## src/rtl/conv_pkg.sv

```systemverilog
// Shared types and constants for the convolution frame sequencer.
// Optional abort input is enabled with CONV_SEQ_ABORT_EN (see conv_frame_sequencer).
package conv_pkg;

    localparam int SEQ_CNT_W = 8;

    typedef enum logic [2:0] {
        IDLE,
        COEFF,
        ACCEPT,
        ISSUE,
        WAIT,
        ROW,
        DONE
    } seq_state_t;

    // Where WAIT goes once the controller is no longer busy
    typedef enum logic [1:0] {
        RET_ACCEPT,
        RET_ROW,
        RET_DONE
    } wait_ret_t;

endpackage

```

## src/rtl/conv_frame_sequencer_flex_counter.sv

```systemverilog
// Up-counter with synchronous clear and wrap at a programmable rollover value.
module flex_counter
    import conv_pkg::*;
#(
    parameter int WIDTH = SEQ_CNT_W
) (
    input  logic             clk,
    input  logic             n_rst,
    input  logic             clear,
    input  logic             count_enable,
    input  logic [WIDTH-1:0] rollover_val,
    output logic [WIDTH-1:0] count_out,
    output logic             rollover_flag
);

    always_ff @(posedge clk or negedge n_rst) begin
        if (!n_rst) begin
            count_out <= '0;
        end else if (clear) begin
            count_out <= '0;
        end else if (count_enable) begin
            if (count_out == rollover_val) begin
                count_out <= '0;
            end else begin
                count_out <= count_out + WIDTH'(1);
            end
        end
    end

    assign rollover_flag = (count_out == rollover_val);

endmodule

```

## src/rtl/conv_frame_sequencer.sv

```systemverilog
// Frame scheduler issuing coefficient/sample/row commands to the convolution controller.
// Define CONV_SEQ_ABORT_EN to add the abort input that ends a frame early.
//
// state  | meaning
// IDLE   | waiting for start; counters hold last frame position
// COEFF  | coeff_load_en pulse
// ACCEPT | src_ready = !modwait, waiting for a sample handshake
// ISSUE  | sample_load_en pulse, column advance
// WAIT   | pacing against modwait (first cycle never exits)
// ROW    | new_row pulse, column clear, row advance
// DONE   | frame_done pulse
module conv_frame_sequencer
    import conv_pkg::*;
#(
    parameter int NUM_COLS = 8,
    parameter int NUM_ROWS = 6
) (
    input  logic                 clk,
    input  logic                 n_rst,
`ifdef CONV_SEQ_ABORT_EN
    input  logic                 abort,
`endif
    input  logic                 start,
    input  logic                 reload_coeff,
    input  logic                 src_valid,
    output logic                 src_ready,
    input  logic                 modwait,
    output logic                 coeff_load_en,
    output logic                 sample_load_en,
    output logic                 new_row,
    output logic [SEQ_CNT_W-1:0] col_idx,
    output logic [SEQ_CNT_W-1:0] row_idx,
    output logic                 busy,
    output logic                 frame_done
);

    localparam logic [SEQ_CNT_W-1:0] COL_LAST = SEQ_CNT_W'(NUM_COLS - 1);
    localparam logic [SEQ_CNT_W-1:0] ROW_LAST = SEQ_CNT_W'(NUM_ROWS - 1);

    seq_state_t state;
    seq_state_t nxt;
    wait_ret_t  ret;
    wait_ret_t  ret_nxt;
    logic       wait_first;
    logic       abort_req;
    logic       col_last;
    logic       row_last;
    logic       col_clr;
    logic       col_en;
    logic       row_clr;
    logic       row_en;

`ifdef CONV_SEQ_ABORT_EN
    assign abort_req = abort;
`else
    assign abort_req = 1'b0;
`endif

    always_comb begin
        nxt     = state;
        ret_nxt = ret;
        case (state)
            IDLE: begin
                if (start) begin
                    nxt = reload_coeff ? COEFF : ACCEPT;
                end
            end
            COEFF: begin
                nxt     = WAIT;
                ret_nxt = RET_ACCEPT;
            end
            ACCEPT: begin
                if (src_valid && !modwait) begin
                    nxt = ISSUE;
                end
            end
            ISSUE: begin
                nxt = WAIT;
                if (!col_last) begin
                    ret_nxt = RET_ACCEPT;
                end else if (row_last) begin
                    ret_nxt = RET_DONE;
                end else begin
                    ret_nxt = RET_ROW;
                end
            end
            WAIT: begin
                // modwait lags the command by a cycle, so the first WAIT cycle never exits
                if (!wait_first && !modwait) begin
                    case (ret)
                        RET_ROW:  nxt = ROW;
                        RET_DONE: nxt = DONE;
                        default:  nxt = ACCEPT;
                    endcase
                end
            end
            ROW: begin
                nxt     = WAIT;
                ret_nxt = RET_ACCEPT;
            end
            DONE: begin
                nxt = IDLE;
            end
            default: begin
                nxt = IDLE;
            end
        endcase
        if (abort_req && (state != IDLE) && (state != DONE)) begin
            nxt = DONE;
        end
    end

    always_ff @(posedge clk or negedge n_rst) begin
        if (!n_rst) begin
            state          <= IDLE;
            ret            <= RET_ACCEPT;
            wait_first     <= 1'b0;
            coeff_load_en  <= 1'b0;
            sample_load_en <= 1'b0;
            new_row        <= 1'b0;
            busy           <= 1'b0;
            frame_done     <= 1'b0;
        end else begin
            state          <= nxt;
            ret            <= ret_nxt;
            wait_first     <= (nxt == WAIT) && (state != WAIT);
            coeff_load_en  <= (nxt == COEFF);
            sample_load_en <= (nxt == ISSUE);
            new_row        <= (nxt == ROW);
            busy           <= (nxt != IDLE);
            frame_done     <= (nxt == DONE);
        end
    end

    assign src_ready = (state == ACCEPT) && !modwait;

    // An abort freezes both counters at the position reached so far
    assign col_clr = ((state == IDLE) && start) || ((state == ROW) && !abort_req);
    assign col_en  = (state == ISSUE) && !col_last && !abort_req;
    assign row_clr = (state == IDLE) && start;
    assign row_en  = (state == ROW) && !abort_req;

    flex_counter #(
        .WIDTH(SEQ_CNT_W)
    ) u_col_cnt (
        .clk          (clk),
        .n_rst        (n_rst),
        .clear        (col_clr),
        .count_enable (col_en),
        .rollover_val (COL_LAST),
        .count_out    (col_idx),
        .rollover_flag(col_last)
    );

    flex_counter #(
        .WIDTH(SEQ_CNT_W)
    ) u_row_cnt (
        .clk          (clk),
        .n_rst        (n_rst),
        .clear        (row_clr),
        .count_enable (row_en),
        .rollover_val (ROW_LAST),
        .count_out    (row_idx),
        .rollover_flag(row_last)
    );

endmodule

```

## config.mk

```make
export PLATFORM = sky130hd
export DESIGN_NAME = conv_frame_sequencer
export DESIGN_NICKNAME = d
export VERILOG_FILES = /design/src/rtl/conv_pkg.sv /design/src/rtl/conv_frame_sequencer_flex_counter.sv /design/src/rtl/conv_frame_sequencer.sv
export SDC_FILE = /design/constraint.sdc
export NUM_CORES = 1
export LEC_CHECK = 0
export CORE_ASPECT_RATIO = 1.4
export CORE_MARGIN = 3
export CORE_UTILIZATION = 52
export CTS_CLUSTER_DIAMETER = 50
export DETAILED_ROUTE_END_ITERATION = 10
export PLACE_DENSITY_LB_ADDON = 0.05
export SLEW_MARGIN = 5
export SYNTH_ARGS = -nofsm -noshare
export SYNTH_HDL_FRONTEND = slang
export SYNTH_HIERARCHICAL = 1
export SYNTH_SLANG_ARGS = --single-unit
```

## constraint.sdc

```tcl
create_clock -name clk -period 2.5 [get_ports clk]
set_input_delay 0.375 -clock clk [delete_from_list [all_inputs] [get_ports clk]]
set_output_delay 0.375 -clock clk [all_outputs]
set_load 0.005 [all_outputs]
```

# Yosys cells after proc, flatten, opt, wreduce, memory -nomap -nowiden
# Cells that the tools add are included.
# word_totals
regBits	27
in_bits	6
output_inout_bits	22
wordCells	59
# classes
add_sub_neg	2
n_eq_ne	15
mux	15
n_reduce_logical	17
# op_table
operator	n
2-to-1 mux 8 bit	6
adder 8 x 1 -> 8 bit, second input constant	2
equality test 8 x 3 -> 1 bit, second input constant	2
equality test 3 bit, second input constant	5
case mux 3 bit (4 select lines)	1
equality test 3 x 2 -> 1 bit, second input constant	3
2-to-1 mux 3 bit	3
equality test 3 x 1 -> 1 bit, second input constant	2
logical AND 1 bit	6
2-to-1 mux 2 bit	3
case mux 3 bit (2 select lines)	1
nonzero test 2 bit	3
case mux 2 bit (2 select lines)	1
logical NOT 1 bit	3
logical NOT 3 bit	1
inequality test 3 bit, second input constant	1
nonzero test 3 bit	1
OR reduction 3 bit	1
equality test 2 x 1 -> 1 bit, second input constant	1
equality test 2 bit, second input constant	1
OR reduction 2 bit	1
logical OR 1 bit	1

# Logic depth before layout (Yosys ltp)
# Gate-level depths: netlist of the first run.
# depth
ltp_word	6
mapped_depth	9
depth_no_buf	8

# Cells and area by module
# The synthesis of the first run kept the hierarchy.
# by_module_without_submodules
mod	n_inst	cells_each	area_per_inst_um2	seq_area_each_um2
flex_counter	2	50	525.5	200.2
conv_frame_sequencer	1	54	584.3	275.3

# Worst setup path after synthesis of the first run
# OpenSTA, ideal clock, no wires.
# synth_timing
path_kind	reg2reg
from	reg u_col_cnt.count_out[0]
to	reg u_col_cnt.count_out[7]
setup_ps	128
arrival_ps	1795
required_ps	2372
path_slack_ps	577
path_stages_with_launch	10
n_path_buf	1
synth_period_minus_slack_ps	1923
cell_sequence	dfrtp_1 > xnor2_1 > nand4_1 > nor2_1 > nor4_1 > buf_2 > o2111a_1 > and3_1 > xnor2_1 > nor3_2
# synth_via
elab_chain_cells	4
word_cells_on_any_way	8
cone_classes	1 x add/sub; 1 x eq/ne; 3 x mux; 3 x reduce/logical
# synth_lines
element	line	text
from (decl)	conv_frame_sequencer_flex_counter.sv:12	output logic [WIDTH-1:0] count_out,
from (signal assigned)	conv_frame_sequencer_flex_counter.sv:25	count_out <= count_out + WIDTH'(1);
equality test 8 x 3 -> 1 bit	conv_frame_sequencer_flex_counter.sv:30	assign rollover_flag = (count_out == rollover_val);
net col_last	conv_frame_sequencer.sv:46	logic col_last;
logical NOT 1 bit	conv_frame_sequencer.sv:139	assign col_en = (state == ISSUE) && !col_last && !abort_req;
logical AND 1 bit	conv_frame_sequencer.sv:139	
net col_en	conv_frame_sequencer.sv:49	logic col_en;
nonzero test 2 bit (no line)	n/a	
# The timed path passes the listed nets, and every way through them passes these cells. The select of a mux whose other input is x is not followed.
# A chain may end at the register's enable or synchronous reset.

# Worst setup path after layout of the first run
# layout_timing
from	reg state[0]
to	out src_ready
# layout_via
elab_chain_cells	2
# layout_lines
element	line	text
from (decl)	conv_frame_sequencer.sv:40	seq_state_t state;
from (signal assigned)	conv_frame_sequencer.sv:124	state <= nxt;
equality test 3 x 2 -> 1 bit	conv_frame_sequencer.sv:135	assign src_ready = (state == ACCEPT) && !modwait;
logical AND 1 bit	conv_frame_sequencer.sv:135	
to (decl)	conv_frame_sequencer.sv:26	output logic src_ready,
# Every way passes these cells.

==> run_results.csv, run 1 <==
group,metric,value,unit
drt,drt-wirelength-per-cell,14.54,um
placed_design,globalplace.congestion,0.7538,
layout,layout.nets,209,
floorplan,die_h,72.36,um
clock_tree,cts_buffers,3,
clock_tree,ctsHoldBuffers,0,
worst_setup_path,critical_path.slowest_cell,"clkdlybuf4s50_1",
logic_synthesis,netlist_area,1635,um2
layout,antenna_cells,0,
worst_setup_path,cp-endpoint,"src_ready",
global_route,grt_max_degree,28,
power,power.density,656.3,nW/um2
drt,detail_route.wirelength,3431,um
floorplan,die_w,53.40,um
logic_synthesis,ys_seq_area_share,41.32,%
floorplan,initial_core_util,55.71,%
sta,final.setup.tns,0,ps
sta,fin_skew,6.919,ps
worst_hold_path,hold_path.class,"in -> async",
floorplan,io_pins,28,
clock_tree,cts_resized,0,
worst_setup_path,crit_type,"reg -> out",
sta,maxSlewHeadroom,64.99,%
logic_synthesis,synthDistinctLibCells,41,
sta,final.period_utilization,84.50,%
logic_synthesis,syn_avg_cell_area,10.62,um2
layout,area_growth_syn_to_layout,25.40,%
clock_tree,clk_pin_slew,90,ps
worst_setup_path,worst-path-stages,2,
sta,timing.fmax,0.4734,GHz
worst_setup_path,r2r_end,"u_col_cnt/count_out[7]",
drt,ant_nets,0,
drt,drcViolationCount,0,
drt,drt_first_pass_iters,4,
worst_setup_path,crit_family,"buffers and inverters",
logic_synthesis,yosys_warnings,6,
clock_tree,tritoncts,"yes",
sta,drv_slew,0,
layout,most-common-layout-cells,"dfrtp_1 (27), clkdlybuf4s50_1 (27), xnor2_1 (18), conb_1 (16), xor2_1 (10)",
floorplan,dieArea,3863,um2
worst_setup_path,cp_cell_sequence,"nor4b_4, clkdlybuf4s50_1",
sta,finalSetupViolCount,0,
global_route,grt_util_all_layers,19.96,%
worst_setup_path,r2r_start,"u_col_cnt/count_out[0]",
logic_synthesis,syn_inst,154,
clock_tree,h-tree-depth,1,
clock_tree,cts_buffer_depth,2,
layout,drive_gt1_share,13.07,%
worst_setup_path,required,2120,ps
clock_tree,clk_latency,270,ps
logic_synthesis,synthFlopType,"dfrtp_1",
power,vdd_drop_max,0.0004280,V
drt,dr.first_iter.drc_count,37,
floorplan,rows,23,
worst_setup_path,rrSetupSlack,480,ps
logic_synthesis,synthArstFlopShare,100.0,%
sta,whs,482.6,ps
placed_design,dp_hpwl,2643,um
sta,tightest_slew,525.1,ps
global_route,grt_pass1_vias,1364,
logic_synthesis,synth_seq_cells,27,
power,p_leak,0.8986,nW
outcome,status,"finished clean",
clock_tree,cts_setup_buffers,0,
flow_run,max_cap_viol_count,0,
worst_setup_path,startpoint,"state[0]",
worst_setup_path,crit_path_start_kind,"flip-flop",
worst_setup_path,cp_max_fo,10,
worst_setup_path,critPathArrivalTime,1740,ps
worst_setup_path,crit_buf_inv,1,
worst_setup_path,rr_worst_depth,9,
global_route,grt_pass1_wl,5940,um
floorplan,core-area,2935,um2
drt,viasPerCell,5.479,
sta,finalHoldViolCount,0,
worst_setup_path,slowest_delay,550,ps
global_route,antenna_found_initial,0,
clock_tree,root_buffer,"clkbuf_8",
placed_design,portBuffers,27,
global_route,gr-total-overflow,0,
drt,vias,1293,
sta,period_needed,2112,ps
logic_synthesis,synth_edf_count,0,
sta,rsz0062_at_grt,"false",
worst_setup_path,cp-end-kind,"output pin",
clock_tree,cts_num_sinks,27,
## cells by family after synthesis
family                   after synthesis  share of synthesized area [%]
AO/OA/AOI/OAI                         26                          12.55
XOR/XNOR                              28                          15.00
adder cells (fa/ha/maj)                3                          2.296
buffers and inverters                 16                          5.278
flip-flops                            27                          41.32
other                                  2                         0.4592
AND/OR/NAND/NOR                       52                          23.11
## worst min-delay path by stage
| stage | start | endpoint |
|---|---|---|
| final | n_rst | u_col_cnt/count_out[7] |
| after global routing | n_rst | sample_load_en |
| after CTS | n_rst | u_col_cnt/count_out[6] |
| after detailed placement | ret[0] | ret[0] |
| after global placement | ret[0] | ret[0] |
| after floorplan | n_rst | busy |
## report_power, final
group	switching [mW]	internal, mW
sequential	0.121	0.504
clock	0.132	0.111
combinational	0.235	0.242
## metal layers
layer	track usage, %	share of wire [%]	vias up
met5	0	0	-
met4	3.977	0.82	0
met3	2.464	3.1	4
met2	36.83	55	27
met1	24.10	41	630
li1	-	-	632
## area by class of cell
type | count | area (um2)
Clock inverter | 1 | 5.005
Timing Repair Buffer | 34 | 322.8
Multi-Input combinational cell | 125 | 925.9
Inverter | 9 | 33.78
Fill cell | 232 | 884.6
Sequential cell | 27 | 675.6
Tap cell | 37 | 46.29
Clock buffer | 3 | 41.29
## registers in the layout, indices dropped and copies added (netlist names)
| signal | count |
|---|---|
| u_col_cnt/count_out | 8 |
| u_row_cnt/count_out | 8 |
| state | 3 |
| ret | 2 |
| busy | 1 |
| coeff_load_en | 1 |
| frame_done | 1 |
| new_row | 1 |
| sample_load_en | 1 |
| wait_first | 1 |
## through the flow
| step | setup slack, ps | total power [mW] | instances | util (%) | cell area [um2] |
|---|---|---|---|---|---|
| 6_report | 387.5 | 1.346 | 236 | 69.86 | 2051 |
| 5_1_grt | 293.6 | 1.445 | 236 | 69.86 | 2051 |
| 4_1_cts | 390.3 | 1.353 | 236 | 69.86 | 2051 |
| 3_5_place_dp | 391.6 | 1.112 | 232 | 68.29 | 2004 |
| 3_3_place_gp | 410.2 | 1.094 | 232 | 68.29 | 2004 |
| 2_1_floorplan | 576.7 | 0.9341 | 168 | - | 1688 |
## cell usage after synthesis (2+ instances only)
cell	number	area, um2
inv_1	8	30.03
o2111a_1	2	22.52
a21oi_2	2	17.52
buf_4	2	15.01
xor2_1	10	87.58
nor2b_1	2	12.51
nand3b_1	2	15.01
o22ai_1	3	18.77
or3_1	2	12.51
o2111ai_1	6	52.55
nor3_1	8	40.04
buf_6	2	22.52
nand4_1	8	50.05
xnor2_1	18	157.7
nor3_4	2	32.53
nor3_2	4	40.04
a21oi_1	3	15.01
conb_1	2	7.510
nand2_1	5	18.77
nor4b_4	2	47.55
nor2_1	4	15.01
o21ai_0	2	10.01
buf_2	3	15.01
ha_1	3	37.54
and3_1	5	31.28
or2b_1	2	15.01
o32ai_1	2	17.52
dfrtp_1	27	675.7
## worst register-to-register path, cell delays in order (launching register included)
cell      delay [ps]
dfrtp_1          490
xnor2_1          150
nand4_1          180
nor2_1           210
nor4_1            70
buf_4            190
o2111a_1         220
and3_1           170
xnor2_1          170
nor3_2            50
No activity file was read; power rests on OpenSTA's default activity.
==> run 2, diff against run 1 <==
Clock period 2.5 ns to 2.2 ns, I/O delays scaled along.
==> run_results.csv, run 2 (same netlist as run 1, synthesis figures left out) <==
group,metric,value,unit
clock_tree,cts_buffer_depth,2,
drt,drt_first_pass_iters,4,
global_route,antenna_found_initial,0,
drt,dr.first_iter.drc_count,26,
clock_tree,root_buffer,"clkbuf_8",
global_route,grt_max_degree,28,
worst_setup_path,cp_cell_sequence,"nor4b_4, clkdlybuf4s50_1",
sta,timing.final.ws_setup,145.3,ps
global_route,grt_util_all_layers,20.75,%
layout,multi_input_area,925.9,um2
layout,seq_area,676.9,um2
sta,timing.fmax,0.4867,GHz
floorplan,die_w,53.40,um
worst_setup_path,cp-end-kind,"output pin",
worst_setup_path,crit_buf_inv,1,
clock_tree,h-tree-depth,1,
clock_tree,tritoncts,"yes",
clock_tree,clk_pin_slew,90,ps
worst_setup_path,crit_path_start_kind,"flip-flop",
layout,antenna_cells,0,
layout,top_regs,"u_col_cnt/count_out x8, u_row_cnt/count_out x8, state x3",
sta,period_needed,2055,ps
worst_setup_path,critPathArrivalTime,1720,ps
power,vdd_drop_max,0.0005380,V
outcome,status,"finished clean",
global_route,grt_pass1_vias,1394,
worst_hold_path,hold_path.class,"in -> async",
worst_setup_path,cp_max_fo,10,
layout,drive_gt1_share,13.57,%
placed_design,dp_slack,161.9,ps
sta,final.setup.tns,0,ps
layout,most-common-layout-cells,"clkdlybuf4s50_1 (27), dfrtp_1 (26), xnor2_1 (18), conb_1 (16), xor2_1 (10)",
clock_tree,cts_buffers,3,
placed_design,portBuffers,27,
layout,layout.nets,209,
clock_tree,cts_num_sinks,27,
global_route,grt_pass1_wl,6065,um
sta,final.period_utilization,93.39,%
placed_design,globalplace.congestion,0.7562,
power,p_leak,0.8973,nW
sta,drv_slew,0,
clock_tree,clk_latency,270,ps
floorplan,io_pins,28,
sta,finalHoldViolCount,0,
global_route,gr-total-overflow,0,
worst_setup_path,crit_family,"buffers and inverters",
floorplan,rows,23,
worst_setup_path,critical_path.slowest_cell,"clkdlybuf4s50_1",
drt,vias,1301,
drt,detail_route.wirelength,3467,um
worst_setup_path,required,1870,ps
worst_setup_path,crit_type,"reg -> out",
worst_setup_path,r2r_start,"u_col_cnt/count_out[3]",
layout,area_growth_syn_to_layout,25.48,%
floorplan,initial_core_util,55.71,%
sta,tightest_slew,543.4,ps
flow_run,max_cap_viol_count,0,
layout,final_util,69.91,%
power,power.density,746.6,nW/um2
drt,viasPerCell,5.513,
drt,drcViolationCount,0,
drt,drt-wirelength-per-cell,14.69,um
sta,maxSlewHeadroom,63.77,%
layout,mostFrequentLayoutCell,"clkdlybuf4s50_1",
placed_design,dp_hpwl,2645,um
floorplan,die_h,72.36,um
worst_setup_path,startpoint,"state[0]",
worst_setup_path,slowest_delay,550,ps
sta,fin_skew,2.607,ps
layout,nFillCells,236,
floorplan,dieArea,3863,um2
drt,ant_nets,0,
floorplan,core-area,2935,um2
sta,finalSetupViolCount,0,
sta,rsz0062_at_grt,"false",
[run 2: area by class of cell]
cell class	instances	area share [%]
multi-input combinational	125	45.12
sequential	27	32.99
clock buffer	3	2.012
tap	37	2.256
timing repair buffer	34	15.73
clock inverter	1	0.2439
inverter	9	1.646
[run 2: per-stage QoR]
stage	cell area (um2)	hold WS [ps]	power (mW)	std cells
after floorplan	1688	34.41	1.061	168
after global placement	2004	532.4	1.241	232
after detailed placement	2004	536.5	1.261	232
after CTS	2051	430.6	1.546	236
after global routing	2052	454.9	1.642	236
final	2052	418.0	1.532	236
[run 2: repair_timing]
| action | in CTS | in global routing |
|---|---|---|
| resized for setup | 0 | 1 |
| hold buffers | 0 | 0 |
| setup endpoints to repair | 0 | 1 |
| buffers inserted | 0 | 0 |
[run 2: worst paths after layout]
check | endpoint | slack (ps) | depth (start not counted)
max in group asynchronous | u_col_cnt/count_out[0] | 1500 | 2
min in group clk | ret[0] | 570 | 1
setup reg to reg | u_col_cnt/count_out[7] | 170 | 9
hold reg to reg | ret[0] | 570 | 1
setup / recovery | src_ready | 150 | 2
hold / removal | u_col_cnt/count_out[7] | 420 | 2
[run 2: power by group]
part	internal (mW)	leakage, nW	switching, mW
clock network	0.127	0.0255	0.152
logic	0.272	0.505	0.272
registers	0.575	0.367	0.135
[run 2: routing by layer]
layer	track usage, %	vias to the layer above	part of all wire [%]	wire length (um)
met3	2.875	6	2.7	94
met1	23.69	636	41	1421
met4	10.23	0	1.8	64
li1	-	634	-	-
met5	0	-	0	0
met2	36.56	25	54	1886
